$ cat src/rtl/seg_scan_decoder.sv
// seg_scan_decoder: receive-side monitor for a multiplexed 4-digit
// 7-segment bus. It synchronizes and debounces the {digit_sel, segments}
// word, decodes each settled pattern back to a 4-bit symbol and publishes
// complete 4-digit frames with valid/changed strobes.
//
// Optional build feature: define SEG_SCAN_FRAME_CNT_EN to get a wrapping
// 16-bit published-frame counter on frame_count. Without it frame_count
// is tied to zero and no counter logic exists.
module seg_scan_decoder #(
  parameter int SETTLE_CYCLES  = 16,
  parameter int TIMEOUT_CYCLES = 262144,
  parameter int SEG_ACTIVE_LOW = 1,
  parameter int DIG_ACTIVE_LOW = 1
) (
  input  logic        clk,
  input  logic        reset,
  input  logic [3:0]  digit_sel,
  input  logic [7:0]  segments,
  output logic [15:0] sym_out,
  output logic [3:0]  dp_out,
  output logic        frame_valid,
  output logic        changed,
  output logic        active,
  output logic        err_multi,
  output logic [15:0] frame_count
);

  localparam int CNT_W  = $clog2(SETTLE_CYCLES + 1);
  localparam int TCNT_W = $clog2(TIMEOUT_CYCLES + 1);
  localparam logic [CNT_W-1:0]  CNT_MAX   = CNT_W'(SETTLE_CYCLES);
  localparam logic [CNT_W-1:0]  CNT_FIRE  = CNT_W'(SETTLE_CYCLES - 1);
  localparam logic [TCNT_W-1:0] TCNT_MAX  = TCNT_W'(TIMEOUT_CYCLES);
  localparam logic [TCNT_W-1:0] TCNT_LAST = TCNT_W'(TIMEOUT_CYCLES - 1);

  // Lit-high gfedcba pattern to symbol code; anything unrecognised is F.
  function automatic logic [3:0] seg_decode(input logic [6:0] p);
    logic [3:0] c;
    case (p)
      7'h3F:   c = 4'h0;
      7'h06:   c = 4'h1;
      7'h5B:   c = 4'h2;
      7'h4F:   c = 4'h3;
      7'h66:   c = 4'h4;
      7'h6D:   c = 4'h5;
      7'h7D:   c = 4'h6;
      7'h07:   c = 4'h7;
      7'h7F:   c = 4'h8;
      7'h6F:   c = 4'h9;
      7'h38:   c = 4'hA;   // 'L'
      7'h76:   c = 4'hB;   // 'H'
      7'h40:   c = 4'hC;   // '-'
      7'h00:   c = 4'hD;   // blank
      default: c = 4'hF;
    endcase
    return c;
  endfunction

  // Number of digits selected in a lit-high digit mask.
  function automatic logic [2:0] sel_count(input logic [3:0] d);
    return {2'b00, d[0]} + {2'b00, d[1]} + {2'b00, d[2]} + {2'b00, d[3]};
  endfunction

  logic [11:0]       sync_p0, sync_p1, s_prev;
  logic [CNT_W-1:0]  cnt;
  logic              stable, capture;
  logic [3:0]        dig_lit;
  logic [7:0]        seg_lit;
  logic [2:0]        sel_n;
  logic [3:0]        code;
  logic [3:0]        wr_mask;
  logic              multi_hit;
  logic [3:0]        seen, seen_next;
  logic              pub_trig, pub_vld_p0;
  logic [15:0]       shadow_sym;
  logic [3:0]        shadow_dp;
  logic              pub_once;
  logic [TCNT_W-1:0] tcnt;

  // Settle detection, normalization, decode and frame-complete detection.
  always_comb begin
    stable    = (sync_p1 == s_prev);
    capture   = stable && (cnt == CNT_FIRE);
    dig_lit   = (DIG_ACTIVE_LOW != 0) ? ~sync_p1[11:8] : sync_p1[11:8];
    seg_lit   = (SEG_ACTIVE_LOW != 0) ? ~sync_p1[7:0]  : sync_p1[7:0];
    sel_n     = sel_count(dig_lit);
    code      = seg_decode(seg_lit[6:0]);
    wr_mask   = 4'h0;
    multi_hit = 1'b0;
    if (capture) begin
      if (sel_n == 3'd1)      wr_mask   = dig_lit;
      else if (sel_n >= 3'd2) multi_hit = 1'b1;
    end
    // A capture landing on the publish cycle starts the next frame.
    seen_next = (pub_vld_p0 ? 4'h0 : seen) | wr_mask;
    pub_trig  = (wr_mask != 4'h0) && (seen_next == 4'hF);
  end

  // Two-flop synchronizer, previous-word register and saturating settle count.
  always_ff @(posedge clk or posedge reset) begin
    if (reset) begin
      sync_p0 <= '0;
      sync_p1 <= '0;
      s_prev  <= '0;
      cnt     <= '0;
    end else begin
      sync_p0 <= {digit_sel, segments};
      sync_p1 <= sync_p0;
      s_prev  <= sync_p1;
      if (!stable)             cnt <= '0;
      else if (cnt != CNT_MAX) cnt <= cnt + CNT_W'(1);
    end
  end

  // Shadow slot writes, seen mask and the publish request for the next edge.
  always_ff @(posedge clk or posedge reset) begin
    if (reset) begin
      shadow_sym <= 16'hDDDD;
      shadow_dp  <= 4'h0;
      seen       <= 4'h0;
      pub_vld_p0 <= 1'b0;
    end else begin
      for (int i = 0; i < 4; i++) begin
        if (wr_mask[i]) begin
          shadow_sym[4*i +: 4] <= code;
          shadow_dp[i]         <= seg_lit[7];
        end
      end
      seen       <= seen_next;
      pub_vld_p0 <= pub_trig;
    end
  end

  // ---- publish stage: shadow copied to outputs one edge after completion ----
  // Published frame registers and the valid/changed strobes.
  always_ff @(posedge clk or posedge reset) begin
    if (reset) begin
      sym_out     <= 16'hDDDD;
      dp_out      <= 4'h0;
      frame_valid <= 1'b0;
      changed     <= 1'b0;
      pub_once    <= 1'b0;
    end else begin
      frame_valid <= pub_vld_p0;
      changed     <= pub_vld_p0 &&
                     (!pub_once || ({shadow_sym, shadow_dp} != {sym_out, dp_out}));
      if (pub_vld_p0) begin
        sym_out  <= shadow_sym;
        dp_out   <= shadow_dp;
        pub_once <= 1'b1;
      end
    end
  end

  // Activity timeout: any slot write re-arms, silence for TIMEOUT_CYCLES drops active.
  always_ff @(posedge clk or posedge reset) begin
    if (reset) begin
      tcnt   <= '0;
      active <= 1'b0;
    end else if (wr_mask != 4'h0) begin
      tcnt   <= '0;
      active <= 1'b1;
    end else if (tcnt != TCNT_MAX) begin
      tcnt <= tcnt + TCNT_W'(1);
      if (tcnt == TCNT_LAST) active <= 1'b0;
    end
  end

  // Sticky multi-select error, cleared only by reset.
  always_ff @(posedge clk or posedge reset) begin
    if (reset)          err_multi <= 1'b0;
    else if (multi_hit) err_multi <= 1'b1;
  end

`ifdef SEG_SCAN_FRAME_CNT_EN
  logic [15:0] fcnt;

  // Published-frame counter, wraps naturally at 16 bits.
  always_ff @(posedge clk or posedge reset) begin
    if (reset)           fcnt <= 16'h0;
    else if (pub_vld_p0) fcnt <= fcnt + 16'h1;
  end

  assign frame_count = fcnt;
`else
  assign frame_count = 16'h0;
`endif

endmodule

$ cat config.mk
export PLATFORM = sky130hd
export DESIGN_NAME = seg_scan_decoder
export DESIGN_NICKNAME = d
export VERILOG_FILES = /design/src/rtl/seg_scan_decoder.sv
export SDC_FILE = /design/constraint.sdc
export NUM_CORES = 1
export LEC_CHECK = 0
export BUFFER_PORTS_ARGS = -buffer_cell sky130_fd_sc_hd__buf_2
export CAP_MARGIN = 10
export CELL_PAD_IN_SITES_DETAIL_PLACEMENT = 1
export CELL_PAD_IN_SITES_GLOBAL_PLACEMENT = 2
export CORE_UTILIZATION = 40
export DETAILED_ROUTE_END_ITERATION = 8
export PLACE_DENSITY = 0.88
export SLEW_MARGIN = 10
export SYNTH_ARGS = -nofsm -noshare
export SYNTH_HDL_FRONTEND = slang
export SYNTH_SLANG_ARGS = --single-unit
$ cat constraint.sdc
create_clock -name clk -period 4.41 [get_ports clk]
set_clock_uncertainty 0.1 [all_clocks]
set_input_delay 0.882 -clock clk [delete_from_list [all_inputs] [get_ports clk]]
set_output_delay 0.882 -clock clk [all_outputs]
set_load 0.005 [all_outputs]
## Word-level counts from Yosys, hierarchy flattened

Cells that the tools add are included.

- Logic and storage cells: 77
- RAM bits: 0
- ROM bits: 0
- Bits of input ports: 14
- Output and inout port bits: 40
- Bits in latches: 0
- Memories: 0
- Flip-flop bits (word level): 110

- Eq/ne operators: 22
- Shifts and indexed selects: 0
- Multiplexer cells: 14
- Order comparisons: 1
- Bitwise operators: 3
- Div/mod/pow operators: 0
- Add/sub/neg operators: 5
- Multipliers: 0
- Reductions and logical operators: 10

Operator list:

| operator | count |
|---|---|
| 7-bit equality test (second input constant) | 9 |
| 4-bit case mux with 14 select lines | 1 |
| 19-bit 2-to-1 mux | 2 |
| 20-bit inequality test | 1 |
| 19-bit by 1-bit adder with 19-bit output (second input constant) | 1 |
| 19-bit by 18-bit equality test with 1-bit output (second input constant) | 1 |
| 19-bit inequality test (second input constant) | 1 |
| 7-bit by 3-bit equality test with 1-bit output (second input constant) | 2 |
| 7-bit by 6-bit equality test with 1-bit output (second input constant) | 2 |
| 12-bit equality test | 1 |
| 4-bit 2-to-1 mux | 3 |
| 5-bit 2-to-1 mux | 2 |
| 8-bit NOT | 1 |
| 7-bit zero test | 1 |
| 1-bit 2-to-1 mux | 6 |
| 5-bit by 1-bit adder with 5-bit output (second input constant) | 1 |
| 5-bit by 4-bit equality test with 1-bit output (second input constant) | 1 |
| 5-bit inequality test (second input constant) | 1 |
| 4-bit equality test (second input constant) | 1 |
| 4-bit NOT | 1 |
| 4-bit OR | 1 |
| 2-bit nonzero test | 2 |
| 4-bit nonzero test | 1 |
| 2-bit by 1-bit adder with 3-bit output | 1 |
| other kinds (9) | 11 |

## Longest topological paths before layout

- Depth in word-level cells: 10
- Gate-level depth with buffers: 9

## Least setup slack after synthesis

No wires, ideal clock.

- Path kind: flip-flop to flip-flop
- Start: reg sync_p1[8]
- End: reg shadow_sym[13]
- Buffers on the path: 0
- Arrival: 2.641 ns
- Cell stages (with the launch flop): 9
- Setup time: 0.125 ns
- Required time: 4.185 ns
- Slack: 1.544 ns
- Path through: dfrtp_1 -> fa_1 -> inv_1 -> ha_1 -> inv_1 -> ha_1 -> nand4b_2 -> nor3_4 -> mux2_2

- Cells in the longest elaborated chain, start to end: 7

Ends and longest elaborated chain:

| what | RTL line | source |
|---|---|---|
| start, declared | 63 | `logic [11:0] sync_p0, sync_p1, s_prev;` |
| start signal, assigned | 107 | `sync_p1 <= sync_p0;` |
| 4-bit NOT | 83 | `dig_lit = (DIG_ACTIVE_LOW != 0) ? ~sync_p1[11:8] : sync_p1[11:8];` |
| 1-bit by 1-bit adder with 2-bit output | 60 | `return {2'b00, d[0]} + {2'b00, d[1]} + {2'b00, d[2]} + {2'b00, d[3]};` |
| 2-bit by 1-bit adder with 3-bit output | 60 |  |
| 3-bit by 1-bit adder with 3-bit output | 60 |  |
| 3-bit by 1-bit equality test with 1-bit output | 90 | `if (sel_n == 3'd1) wr_mask = dig_lit;` |
| 4-bit 2-to-1 mux | 90 |  |
| 4-bit 2-to-1 mux * | 89 | `if (capture) begin` |
| end signal, assigned by index | 124 | `shadow_sym[4*i +: 4] <= code;` |
| end, declared | 74 | `logic [15:0] shadow_sym;` |

Every way passes the cells marked *; elsewhere a longest branch is shown, timed or not.
A chain may end at the register's enable or synchronous reset.

## Final worst setup path

Ends and elaborated chain as after synthesis.

==> flow_summary.ini <==
[detailed_routing]
via_count = 2981
postRouteAntennaNets = 0
highest_layer = met4
m1WireLength_um = 4440
wl_met3_um = 241
wl_um = 9520
post_drt_wl_per_cell_um = 15.4
drc_errors = 0
dr_wl_met2_um = 4670
drt_iter0_markers = 115
dr.pass1.iters = 4
viasPerCell = 4.84

[cells_and_area]
antenna_cells = 0
final_nets = 466
final_cells = 616
drive_gt1_frac = 0.272
fin_util = 0.460
area_growth_pct = 11.2

[floorplanning]
core_um2 = 12100
die_area_um2 = 13000
fp.dieW_um = 114
num_io_pins = 54
row_count = 40
dieHeight_um = 114
start_util = 0.414

[cts]
cts_tree = done
cts_resized = 0
cts_max_level = 3
post_cts_buffers = 0
cts_buffers = 9
path_clk_slew_ns = 0.07
cts_sinks = 110
cts_max_path_buffers = 2
clkLatencyLatePin_ns = 0.35
cts-root-buf = clkbuf_16
postCtsHoldBufs = 0

[synthesis]
synthFlopType = dfrtp_1
ys_top_cells_by_count = dfrtp_1, mux2_2, xor2_1
yosysMostFrequentCell = dfrtp_1
synthSimpleGateAreaFrac = 0.136
yosys.area_share.adder = 0.0240
synth_xor_area_frac = 0.0944
synth_top_family_by_area = simple AND/OR/NAND/NOR gates
synth_edf_count = 0
ys_warn_count = 0
avgSynthCellArea_um2 = 12.3
syn_inst = 406
synth.cell_area_um2 = 5010
muxShareOfSynthArea = 0.0909
yosysSeqAreaShare = 0.556
synthDistinctLibCells = 47
synth_area_leaders = dfrtp_1, dfstp_2, mux2_2
synthArstFlopShare = 1.00
ys_ff_latch = 110
synth_top_area_cell = dfrtp_1
synth_top_area_frac = 0.430
synth_compound_area_frac = 0.0365

[global_route]
overflow = 0
grt_pass1_vias = 3265
grtUsageTotal = 0.165
grt_max_degree = 86
antenna_found_initial = 0
grt_pass1_wl_um = 16500

[timing]
period_share = 0.723
fmax_mhz = 313
finalHoldViolCount = 0
slew_violations = 0
tightest_slew_ns = 1.05
tns_ns = 0
rsz0062_at_grt = no
min_period_ns = 3.19
setup-violations-final = 0
slew_headroom = 0.298

[placed_design]
gp_congestion = 0.777
dp.final_hpwl_um = 6690
dp_cells = 600
numPortBuffers = 37

[critical_path]
r2r_setup_slack_ns = 1.22
critical_path.startpoint = sync_p1[8]
path_max_fanout = 9
critPathKind = register to register
cp.required_ns = 4.55
critPathLaunchType = register
r2r_start = sync_p1[8]
arrival_ns = 3.33
endpoint_kind = register

[power]
p_per_area_nw_per_um2 = 342
combPwrFrac = 0.036
p_sw_mw = 0.433
power.share.clock = 0.415
switching_share = 0.227
seq_power_share = 0.549
p_leak_nw = 2.52
p_int_mw = 1.47
ir_drop_uv = 173

[hold_path]
hold_path.class = register to register
worstHoldStart = sync_p0[4]

[flow_run]
maxCapViolCount = 0

[status]
status = complete, no violations
==> sequential cells by signal (all words and copies together) (netlist names) <==
name	count
s_prev	12
shadow_sym	16
active	1
dp_out	4
changed	1
pub_vld_p0	1
seen	4
pub_once	1
tcnt	19
err_multi	1
cnt	5
shadow_dp	4
frame_valid	1
sync_p0	12
sym_out	16
sync_p1	12
==> layout by cell type (no fill, tap or decap), drive strengths merged, types with 4 or more instances in the layout <==
| cell | Yosys | routed |
|---|---|---|
| a21oi | 5 | 5 |
| and3 | 10 | 10 |
| buf | 24 | 40 |
| clkbuf | 5 | 11 |
| conb | 1 | 16 |
| dfrtp | 86 | 86 |
| dfstp | 24 | 24 |
| ha | 8 | 8 |
| inv | 27 | 30 |
| mux2 | 28 | 28 |
| mux2i | 14 | 14 |
| nand2 | 8 | 8 |
| nand2b | 4 | 4 |
| nand3 | 15 | 15 |
| nand4 | 8 | 8 |
| nor2 | 27 | 27 |
| nor3 | 13 | 13 |
| nor4 | 11 | 11 |
| xnor2 | 26 | 26 |
| xor2 | 28 | 28 |
==> kinds of logic after synthesis <==
kind of cell | count (synthesis)
buffers and inverters | 56
adder cells (fa/ha/maj) | 9
multiplexers | 42
XOR/XNOR | 54
AO/OA/AOI/OAI | 23
AND/OR/NAND/NOR | 111
other | 1
flip-flops | 110
==> power groups by stage <==
stage               registers [mW]  clock network [mW]  logic (mW)
finish                        1.05               0.790      0.0682
global route                  1.05               0.858      0.0788
CTS                           1.05               0.821      0.0700
detailed placement            1.07                   0      0.0695
global placement              1.06                   0      0.0655
floorplan                     1.05                   0      0.0688
==> path summary, 6_finish.rpt <==
path                                  end  cells after the start
setup reg to reg           shadow_sym[13]                      8
hold reg to reg                sync_p1[4]                      0
setup / recovery           shadow_sym[13]                      8
max in group asynchronous  shadow_sym[10]                      3
hold / removal                 sync_p1[4]                      0
min in group asynchronous      sync_p0[3]                      2
==> routing by layer <==
metal | vias to the layer above | global-route usage
met3 | 11 | 0.0329
li1 | 1422 | -
met4 | 0 | 0.0684
met2 | 44 | 0.269
met5 | - | 0
met1 | 1504 | 0.217
==> layout make-up <==
type	count	area [um^2]
fill	1332	6540
sequential	110	2780
multi-input combinational	255	1970
clock buffer	11	254
tap	168	210
timing repair buffer	40	208
inverter	27	104
clock inverter	5	38.8
==> worst max-delay path: stages (launching register included) <==
cell	delay, ns
dfrtp_1	0.49
fa_1	0.57
inv_1	0.04
ha_1	0.19
inv_1	0.06
ha_1	0.23
nand4b_2	0.50
nor3_4	0.48
mux2_2	0.40
==> metrics by stage <==
step / setup WS (ns) / instance area (um^2) / hold WS (ns) / power, mW
after floorplan: 0.565 / 5060 / 0.231 / 1.12
after global placement: 1.35 / 5280 / 0.231 / 1.13
after detailed placement: 1.24 / 5280 / 0.236 / 1.14
after CTS: 1.18 / 5570 / 0.253 / 1.94
after global routing: 1.09 / 5570 / 0.260 / 1.99
final: 1.22 / 5570 / 0.250 / 1.91
(Power assumes the default switching activity.)
